### config.mk
export PLATFORM = sky130hd
export DESIGN_NAME = calc_entry_fsm
export DESIGN_NICKNAME = d
export VERILOG_FILES = /design/src/rtl/calc_entry_fsm.sv
export SDC_FILE = /design/constraint.sdc
export NUM_CORES = 1
export LEC_CHECK = 0
export BUFFER_PORTS_ARGS = -buffer_cell sky130_fd_sc_hd__buf_2
export CAP_MARGIN = 0
export CORE_UTILIZATION = 45
export DETAILED_ROUTE_END_ITERATION = 10
export PLACE_DENSITY = 0.84
export REMOVE_ABC_BUFFERS = 1
export SLEW_MARGIN = 20
export SYNTH_ARGS = -nofsm -noshare
export SYNTH_HDL_FRONTEND = slang
export SYNTH_SLANG_ARGS = --single-unit
### constraint.sdc
create_clock -name clk -period 1.35 [get_ports clk]
set_input_delay 0.135 -clock clk [delete_from_list [all_inputs] [get_ports clk]]
set_output_delay 0.135 -clock clk [all_outputs]
set_load 0.03 [all_outputs]
### src/rtl/calc_entry_fsm.sv
// Key-entry sequencer in front of the add/sub datapath: gathers A, op, B from key pulses,
// drives the adder operands, captures its result and supports chained/repeat operations.
module calc_entry_fsm #(
    parameter int WIDTH      = 6,
    parameter int DIGIT_BITS = 4
) (
    input  logic             clk,
    input  logic             rst,
    input  logic             key_valid,
    input  logic [4:0]       key_code,
    output logic             key_ready,
    output logic [WIDTH-1:0] a,
    output logic [WIDTH-1:0] b,
    output logic             sub_sel,
    input  logic [WIDTH-1:0] result_in,
    output logic [WIDTH-1:0] res,
    output logic             result_valid,
    output logic [WIDTH-1:0] disp,
    output logic [1:0]       state
);

    typedef enum logic [1:0] {
        ENTER_A = 2'd0,
        ENTER_B = 2'd1,
        EXEC    = 2'd2,
        SHOW    = 2'd3
    } state_t;

    state_t                      cur, nxt;
    logic [WIDTH-1:0]            a_nxt, b_nxt, res_nxt, disp_nxt;
    logic                        sub_nxt, rv_nxt, clear;
    logic                        accept, is_digit, is_add, is_sub, is_eq, is_clr;
    logic [WIDTH+DIGIT_BITS-1:0] a_sh, b_sh;
    logic [WIDTH-1:0]            digit;

    assign accept   = key_valid && key_ready;
    assign is_digit = (key_code <= 5'h0F);
    assign is_add   = (key_code == 5'h10);
    assign is_sub   = (key_code == 5'h11);
    assign is_eq    = (key_code == 5'h12);
    assign is_clr   = (key_code == 5'h13);
    // Shifting left drops the oldest digit bits off the top; no saturation.
    assign a_sh     = {a, key_code[DIGIT_BITS-1:0]};
    assign b_sh     = {b, key_code[DIGIT_BITS-1:0]};
    assign digit    = a_sh[WIDTH-1:0] & WIDTH'((1 << DIGIT_BITS) - 1);

    always_ff @(posedge clk) begin
        if (rst) begin
            cur          <= ENTER_A;
            a            <= '0;
            b            <= '0;
            sub_sel      <= 1'b0;
            res          <= '0;
            disp         <= '0;
            result_valid <= 1'b0;
        end else begin
            cur          <= nxt;
            a            <= a_nxt;
            b            <= b_nxt;
            sub_sel      <= sub_nxt;
            res          <= res_nxt;
            disp         <= disp_nxt;
            result_valid <= rv_nxt;
        end
    end

    always_comb begin
        nxt      = cur;
        a_nxt    = a;
        b_nxt    = b;
        sub_nxt  = sub_sel;
        res_nxt  = res;
        disp_nxt = disp;
        rv_nxt   = 1'b0;
        clear    = 1'b0;
        case (cur)
            ENTER_A: if (accept) begin
                if (is_digit) begin
                    a_nxt    = a_sh[WIDTH-1:0];
                    disp_nxt = a_sh[WIDTH-1:0];
                end else if (is_add || is_sub) begin
                    sub_nxt  = is_sub;
                    b_nxt    = '0;
                    disp_nxt = '0;
                    nxt      = ENTER_B;
                end else if (is_clr) begin
                    clear = 1'b1;
                end
            end
            ENTER_B: if (accept) begin
                if (is_digit) begin
                    b_nxt    = b_sh[WIDTH-1:0];
                    disp_nxt = b_sh[WIDTH-1:0];
                end else if (is_add || is_sub) begin
                    sub_nxt = is_sub;
                end else if (is_eq) begin
                    nxt = EXEC;
                end else if (is_clr) begin
                    clear = 1'b1;
                end
            end
            EXEC: begin
                res_nxt  = result_in;
                disp_nxt = result_in;
                rv_nxt   = 1'b1;
                nxt      = SHOW;
            end
            SHOW: if (accept) begin
                if (is_digit) begin
                    a_nxt    = digit;
                    b_nxt    = '0;
                    sub_nxt  = 1'b0;
                    disp_nxt = digit;
                    nxt      = ENTER_A;
                end else if (is_add || is_sub) begin
                    a_nxt    = res;
                    b_nxt    = '0;
                    sub_nxt  = is_sub;
                    disp_nxt = '0;
                    nxt      = ENTER_B;
                end else if (is_eq) begin
                    a_nxt = res;
                    nxt   = EXEC;
                end else if (is_clr) begin
                    clear = 1'b1;
                end
            end
            default: clear = 1'b1;
        endcase
        // 'C' and corrupted state both land on the reset image.
        if (clear) begin
            nxt      = ENTER_A;
            a_nxt    = '0;
            b_nxt    = '0;
            sub_nxt  = 1'b0;
            res_nxt  = '0;
            disp_nxt = '0;
            rv_nxt   = 1'b0;
        end
    end

    always_comb begin
        key_ready = (cur != EXEC);
        state     = cur;
    end

endmodule

=== Yosys cells after proc, flatten, opt, wreduce, memory -nomap -nowiden ===
Cells that the tools add are included.

* Add/subtract/negate cells: 0
* $mul: 0
* Divide/modulo/power cells: 0
* $lt $le $gt $ge: 1
* Equal/unequal tests: 20
* Shift-type cells: 0
* Muxes and demuxes: 48
* Bitwise operators: 0
* Reductions and logical operators: 14

{| class="wikitable"
|+ Operators by type and width
! operator !! count
|-
| 6-bit 2-to-1 mux || 18
|-
| 6-bit case mux with 4 select lines || 1
|-
| 2-bit != test (second input constant) || 11
|-
| 5-bit equality test (second input constant) || 4
|-
| 2-bit 2-to-1 mux || 10
|-
| 6-bit case mux with 3 select lines || 1
|-
| 1-bit 2-to-1 mux || 14
|-
| 6-bit case mux with 2 select lines || 1
|-
| 2-bit case mux with 4 select lines || 1
|-
| 4-bit AND reduction || 2
|-
| 7-bit AND reduction || 1
|-
| 6-bit AND reduction || 1
|-
| 2-bit OR reduction || 3
|-
| 5-bit by 4-bit less-or-equal comparator with 1-bit output (second input constant) || 1
|-
| 5-bit AND reduction || 1
|-
| 2-bit equality test (second input constant) || 2
|-
| 4-bit != test (second input constant) || 1
|-
| 1-bit case mux with 2 select lines || 2
|-
| 2-bit nonzero test || 2
|-
| 3-bit nonzero test || 1
|-
| 2-bit by 1-bit equality test with 1-bit output (second input constant) || 1
|-
| 2-bit logical NOT || 1
|-
| 2-bit by 1-bit != test with 1-bit output (second input constant) || 1
|-
| 1-bit logical AND || 1
|-
| 1-bit logical OR || 1
|}

* Register bits: 28
* Latch bits: 0
* Memory bits (writable): 0
* ROM bits: 0
* Input port bits: 14
* Output and inout port bits: 29
* Word-level logic and storage cells: 90
* Memories kept: 0

=== Depth between registers and ports, before layout ===
Gate-level depths: netlist of run 1.

* Depth in word-level cells: 8
* Gate-level depth with buffers: 7
* Depth with buffers taken out: 5

=== Least setup slack after synthesis of run 1 ===
OpenSTA, ideal clock, no wires.

* Kind: flip-flop to flip-flop
* Start: register cur[1], in the netlist state[1]
* End: register b[1]
* Arrival: 1498 ps
* Data required time: 1233 ps
* Setup slack: -265 ps
* Cell stages (with the launch flop): 6
* Period minus slack after synthesis: 1615 ps
* Path through: dfxtp_1 or4b_1 a21oi_2 o21ai_2 a22oi_1 nor2_1

* Longest elaborated chain between the ends: 5
* Elaborated cells on any way between the ends: 18
* Classes of those cells: eq/ne (8); mux (4); reduce/logical (6)

{| class="wikitable"
|+ RTL lines
! element !! line !! RTL
|-
| start, declared || 29 || <nowiki>state_t cur, nxt;</nowiki>
|-
| start signal, assigned || 57 || <nowiki>cur <= nxt;</nowiki>
|-
| 2-bit != test || 143 || <nowiki>key_ready = (cur != EXEC);</nowiki>
|-
| 1-bit logical AND || 36 || <nowiki>assign accept = key_valid && key_ready;</nowiki>
|-
| 1-bit 2-to-1 mux, on equally long branches || 90, 77 ||
|-
| 1-bit case mux with 2 select lines || 76 || <nowiki>case (cur)</nowiki>
|-
| 2-bit OR reduction (no source line) || n/a ||
|-
| end signal, assigned || 59 || <nowiki>b <= b_nxt;</nowiki>
|-
| end, declared || 13 || <nowiki>output logic [WIDTH-1:0] b,</nowiki>
|}

Several ways; a longest one is shown, not always the timed one.
A chain may end at the register's enable or synchronous reset.

=== Worst setup path after layout of run 1 ===
* Start: register cur[1], in the netlist state[1]
* End: register b[5]

The elaborated chain is that of the path after synthesis.

==> impl_metrics.yaml, run 1 <==
outcome:
  outcome: "finished with violations"
  violations: "setup timing"
die:
  die_height_um: 58.2
  floorplan.initialDensity_pct: 47.0
  core-area_um2: 3030
  num_io_pins: 43
  row_count: 20
  die_footprint_um2: 3390
  die_w_um: 58.2
placed_design:
  placement.setup.worst_slack_ps: -101
  routabilityCongestion: 0.867
  place.port_buffers: 42
  hpwlAfterDp_um: 2740
yosys:
  syn_area_um2: 1420
  synth_enable_flop_cells: 0
  synth.lib_cells_used.distinct: 38
  synth_flop_cell: "dfxtp_1"
  synth_mux_area_share_pct: 8.88
  synthArstFlopShare_pct: 0
  synth_top_family_by_area: "simple AND/OR/NAND/NOR gates"
  syn_area_per_cell_um2: 8.73
  seq_area_frac_synth_pct: 39.4
  synthXorXnorAreaFrac_pct: 0.616
  synth_compound_area_share_pct: 21.1
  synth_adder_area_share_pct: 0.704
  synth-warning-count: 0
  syn_inst: 163
  synth_simple_gate_area_share_pct: 21.7
  ys_seq_elements: 28
clocking:
  max-clock-path-buffers: 2
  tritoncts_num_sinks: 28
  clk_pin_slew_worst_paths_ps: 160
  ctsRootBufferMaster: "clkbuf_4"
  tritoncts: "done"
  cts-buffers-inserted: 3
  clk-insertion-delay-late_ps: 340
  htree_num_levels: 1
timing:
  clock-skew-final_ps: 11.3
  layout_worst_path_cycle_share_pct: 113
  min_period_ps: 1530
  timing.final.hold_violations: 0
  rsz0062_at_grt: "yes"
  finalSetupViolCount: 11
  worst_hold_slack_ps: 39.9
  slew_headroom_pct: 74.7
  finalSetupTns_ps: -1230
  setup_slack_ps: -179
  max_frequency_mhz: 654
  final-max-slew-violation-count: 0
  worst_pin_slew_ps: 378
critical_path:
  critical_path.max_fanout: 6
  critical_path_capture_point: "b[5]"
  setup.worst_path.class: "reg2reg"
  crit-reg2reg-capture: "b[5]"
  cp.arrival_ps: 1780
  worst_reg_to_reg_setup_slack_ps: -180
  timing.critical_path.to_type: "flop"
  crit_start: "state[1]"
  worstPathRequired_ps: 1600
  rr_worst_depth: 5
  worst_setup_path_start_kind: "flop"
  start_of_the_worst_register_to_register_path: "state[1]"
cells_and_area:
  drive_gt1_share_pct: 49.4
  count_of_nets_after_finishing: 246
  layout_commonest_cell: "buf_2"
  area.growth.synth_to_final_pct: 40.9
  layout_common_cells: "42 x buf_2, 29 x buf_4, 26 x dfxtp_1"
  num_antenna_cells: 0
global_routing:
  aggregate_global_route_resource_usage_pct: 24.1
  grt_antenna_before_repair: 0
  grt_first_pass_wirelength_um: 6240
  via_count_of_the_first_global_routing_pass: 1364
  overflow: 0
  largest_net_degree_at_the_start_of_global_routing: 17
route:
  routed_wl_um: 3930
  detail_route.wl_per_cell_um: 14.3
  post_drt_via_cell_ratio: 5.35
  via_count: 1470
  drt_first_iter_violations: 51
  detail_route.drc_violations: 0
  drt_pre_antenna_iters: 4
  final_antenna_net_count: 0
pwr:
  cellLeakagePower_nw: 0.889
  irDropWorstVdd_v: 0.000441
  power_density_nw_per_um2: 853
run:
  max_cap_violations: 0
min_path:
  hold_path.class: "in2reg"
  min_path_cells: 3
repair_timing:
item / in CTS / in global routing
buffers inserted: 2 / 1
endpoints found under the setup margin: 23 / 24
hold buffers: 1 / 0
hold endpoints to repair: 1 / 0
gates resized for setup: 12 / 12
pin swaps: 4 / 6
worst max-delay path, stage by stage, from the launching register on:
cell and delay [ps]:
dfxtp_2 390, or4b_4 490, a21oi_4 220, o21ai_4 110
a22oi_2 160, nor2_1 60
report_power, final:
part	internal [mW]	switching, mW	total, mW
Combinational	0.125	0.161	0.287
Clock	0.301	0.264	0.565
Sequential	0.846	0.0132	0.859
Total	1.27	0.439	1.71
cell usage after synthesis, drive strengths merged (2+ instances only):
cell type   n  area [um^2]
o2111ai     3         26.3
buf        11         85.1
nand2      23         88.8
inv         6         22.5
o21ai       7         42.5
a22oi       9         67.6
a21oi      13         87.6
o221ai      3         26.3
nor3        4         20.0
nand2b      2         20.0
mux2i       7         70.1
nor2       21         78.8
mux2        5         56.3
and3        2         17.5
dfxtp      28          561
nand3       4         20.0
how the worst min path moves through the flow:
stage,startpoint,to,slack (ps)
3_3_place_gp,rst,result_valid,320
3_5_place_dp,rst,result_valid,320
6_report,result_in[1],res[1],40
4_1_cts,result_in[1],res[1],40
2_1_floorplan,rst,result_valid,210
5_1_grt,result_in[1],res[1],20
layout make-up:
cell class	count	area [um^2]
multi-input combinational	118	827
timing repair buffer	75	480
fill	261	1020
tap	44	55.1
inverter	6	26.3
clock buffer	3	22.5
clock inverter	1	30.0
sequential	28	563
metal layers:
metal  GRT usage (%)  wire [um]  share of wire (%)
met5               0          0                  0
met4            10.9         99                2.5
met3            3.57        255                6.5
met2            38.8       1850                 47
met1            32.1       1730                 44
cells by family (layout without fill, tap and decap cells):
| kind of cell | after synthesis | after routing |
|---|---|---|
| buf+inv | 17 | 85 |
| xor+xnor | 1 | 1 |
| fa+ha+maj | 1 | 1 |
| flops | 28 | 28 |
| mux | 12 | 12 |
| compound gates | 41 | 41 |
| simple gates | 63 | 63 |
stage by stage:
stage | cells | power (mW) | cell area, um^2 | util, %
floorplan | 152 | 1.01 | 1340 | -
global placement | 267 | 1.14 | 1830 | 60.5
detailed placement | 267 | 1.14 | 1830 | 60.5
CTS | 274 | 1.70 | 1950 | 64.5
global route | 275 | 1.77 | 2000 | 66.2
finish | 275 | 1.71 | 2000 | 66.2
sequential cells by signal (all words and copies together), names as in the netlist:
signal        count
a                 6
b                 6
disp              6
res               6
state             2
result_valid      1
sub_sel           1
(Power assumes the default switching activity.)
==> run 2: changes to the inputs <==
BUFFER_PORTS_ARGS = -buffer_cell sky130_fd_sc_hd__buf_4   (was -buffer_cell sky130_fd_sc_hd__buf_2)
==> run 2 against run 1 <==
Global-route usage increased by 3.0 points. Worst setup slack improved by 16 ps. Die area did not move. Clock skew increased by 7.0 ps. Wire length increased by 29%. Combinational power grew 27%. The flow still finishes with violations (setup timing). Largest cell class unchanged. Cell area increased by 15%. Via count grew 10%. Critical path depth did not move. Total power is 2.9% lower. First-iteration DRC count is 120% higher. Non-clock buffer count up 6.
==> impl_metrics.yaml, run 2 (synthesized netlist as in run 1, its figures left out) <==
outcome:
  violations: "setup timing"
  outcome: "finished with violations"
clocking:
  ctsRootBufferMaster: "clkbuf_4"
  cts-buffers-inserted: 3
  tritoncts_num_sinks: 28
  clk_pin_slew_worst_paths_ps: 160
  max-clock-path-buffers: 2
  tritoncts: "done"
  htree_num_levels: 1
  clk-insertion-delay-late_ps: 360
cells_and_area:
  design_area_um2: 2310
  layout_common_cells: "68 x buf_4, 26 x dfxtp_1, 21 x nand2_1"
  area.growth.synth_to_final_pct: 62.6
  num_antenna_cells: 0
  drive_gt1_share_pct: 55.7
  count_of_nets_after_finishing: 252
  layout_commonest_cell: "buf_4"
  regArea_um2: 568
  area_of_the_multi_input_gates_um2: 937
  nFillCells: 199
global_routing:
  largest_net_degree_at_the_start_of_global_routing: 17
  grt_first_pass_wirelength_um: 7020
  via_count_of_the_first_global_routing_pass: 1457
  grt_antenna_before_repair: 0
  aggregate_global_route_resource_usage_pct: 27.1
  overflow: 0
pwr:
  swShare_pct: 29.0
  cellLeakagePower_nw: 0.963
  irDropWorstVdd_v: 0.000655
  power_frac_comb_pct: 21.9
  power.internal_mw: 1.18
  total_switching_power_mw: 0.481
  p_clk_share_pct: 26.3
  power_density_nw_per_um2: 718
  portion_of_total_power_attributed_to_sequential_cells_pct: 51.8
timing:
  finalSetupViolCount: 26
  worst_pin_slew_ps: 341
  setup_slack_ps: -163
  clock-skew-final_ps: 18.3
  timing.final.hold_violations: 0
  min_period_ps: 1510
  layout_worst_path_cycle_share_pct: 112
  rsz0062_at_grt: "yes"
  max_frequency_mhz: 661
  final-max-slew-violation-count: 0
  finalSetupTns_ps: -1910
  slew_headroom_pct: 77.1
critical_path:
  path_delay_family: "buffers and inverters"
  critical_path.max_fanout: 4
  setup.worst_path.class: "reg2out"
  worst_setup_path_start_kind: "flop"
  timing.critical_path.to_type: "output port"
  critPathMostFrequentCell: "buf_6"
  worstPathRequired_ps: 1220
  worst_reg_to_reg_setup_slack_ps: -150
  timing.critical_path.cells: "nor2b_4 -> buf_6 -> clkinvlp_4 -> buf_6 -> buf_6"
  cp_num_buf_inv: 4
  cp.arrival_ps: 1380
  critical_path.slowest_cell: "dfxtp_4"
  slowest_delay_ps: 390
route:
  post_drt_via_cell_ratio: 5.76
  drt_first_iter_violations: 111
  drt_pre_antenna_iters: 5
  detail_route.wl_per_cell_um: 18.0
  final_antenna_net_count: 0
  routed_wl_um: 5070
  detail_route.drc_violations: 0
  via_count: 1619
placed_design:
  placement.cell_area_um2: 1960
  routabilityCongestion: 0.941
  place.port_buffers: 42
  hpwlAfterDp_um: 2810
die:
  die_height_um: 58.2
  die_footprint_um2: 3390
  num_io_pins: 43
  die_w_um: 58.2
  core-area_um2: 3030
  floorplan.initialDensity_pct: 47.0
  row_count: 20
min_path:
  hold_path.class: "in2reg"
run:
  max_cap_violations: 0
[run 2: changes by cell type in the layout (fill, tap and decap cells not counted), sizes merged]
cell    delta
clkbuf     +2
bufinv     -1
buf        +5
[run 2: timing repair]
action	in CTS	in global routing
pin swaps	14	6
endpoints found under the setup margin	18	28
resized for setup	25	24
buffers inserted	5	3
hold buffers	1	0
endpoints found under the hold margin	1	0
cloned	0	1
[run 2: final cells by class]
cell class	instances	area share, %
Sequential cell	28	24.6
Tap cell	44	2.38
Multi-Input combinational cell	118	40.5
Inverter	6	1.14
Timing Repair Buffer	81	29.9
Clock buffer	4	1.57
[run 2: metal layers]
layer | GRT usage (%) | share of wire [%]
met1 | 34.3 | 39
met2 | 45.8 | 49
met3 | 6.03 | 9.2
met4 | 8.50 | 3.6
met5 | 0 | 0
[run 2: final timing paths]
check / from / cells past startpoint / endpoint
max: state[1] / 5 / key_ready
min: result_in[1] / 3 / res[1]
min reg2reg: res[3] / 2 / res[3]
max reg2reg: state[1] / 7 / disp[4]
[run 2: metrics by stage]
step                      hold slack [ps]  instances  setup slack, ps  total power [mW]  util, %
after floorplan                       207        152             -743              1.01        -
after global placement                310        268            -62.6              1.17     64.7
after detailed placement              311        268             -130              1.17     64.7
after CTS                            46.1        278            -77.3              1.60     71.2
after global routing                 38.2        281             -204              1.70     76.4
final                                24.2        281             -163              1.66     76.4
[run 2: power groups by stage]
stage	sequential [mW]	clock, mW	combinational (mW)
detailed placement	0.878	0	0.292
finish	0.860	0.436	0.364
global route	0.863	0.450	0.383
floorplan	0.914	0	0.0957
CTS	0.863	0.417	0.316
global placement	0.878	0	0.288
[run 2: worst reg2reg max path, cell delays in order (launching register included)]
cell      delay [ps]
dfxtp_4          380
buf_4            140
buf_8            140
nand3b_1         240
o211a_4          240
nand2b_4          90
nand2_1           60
a31oi_1          130
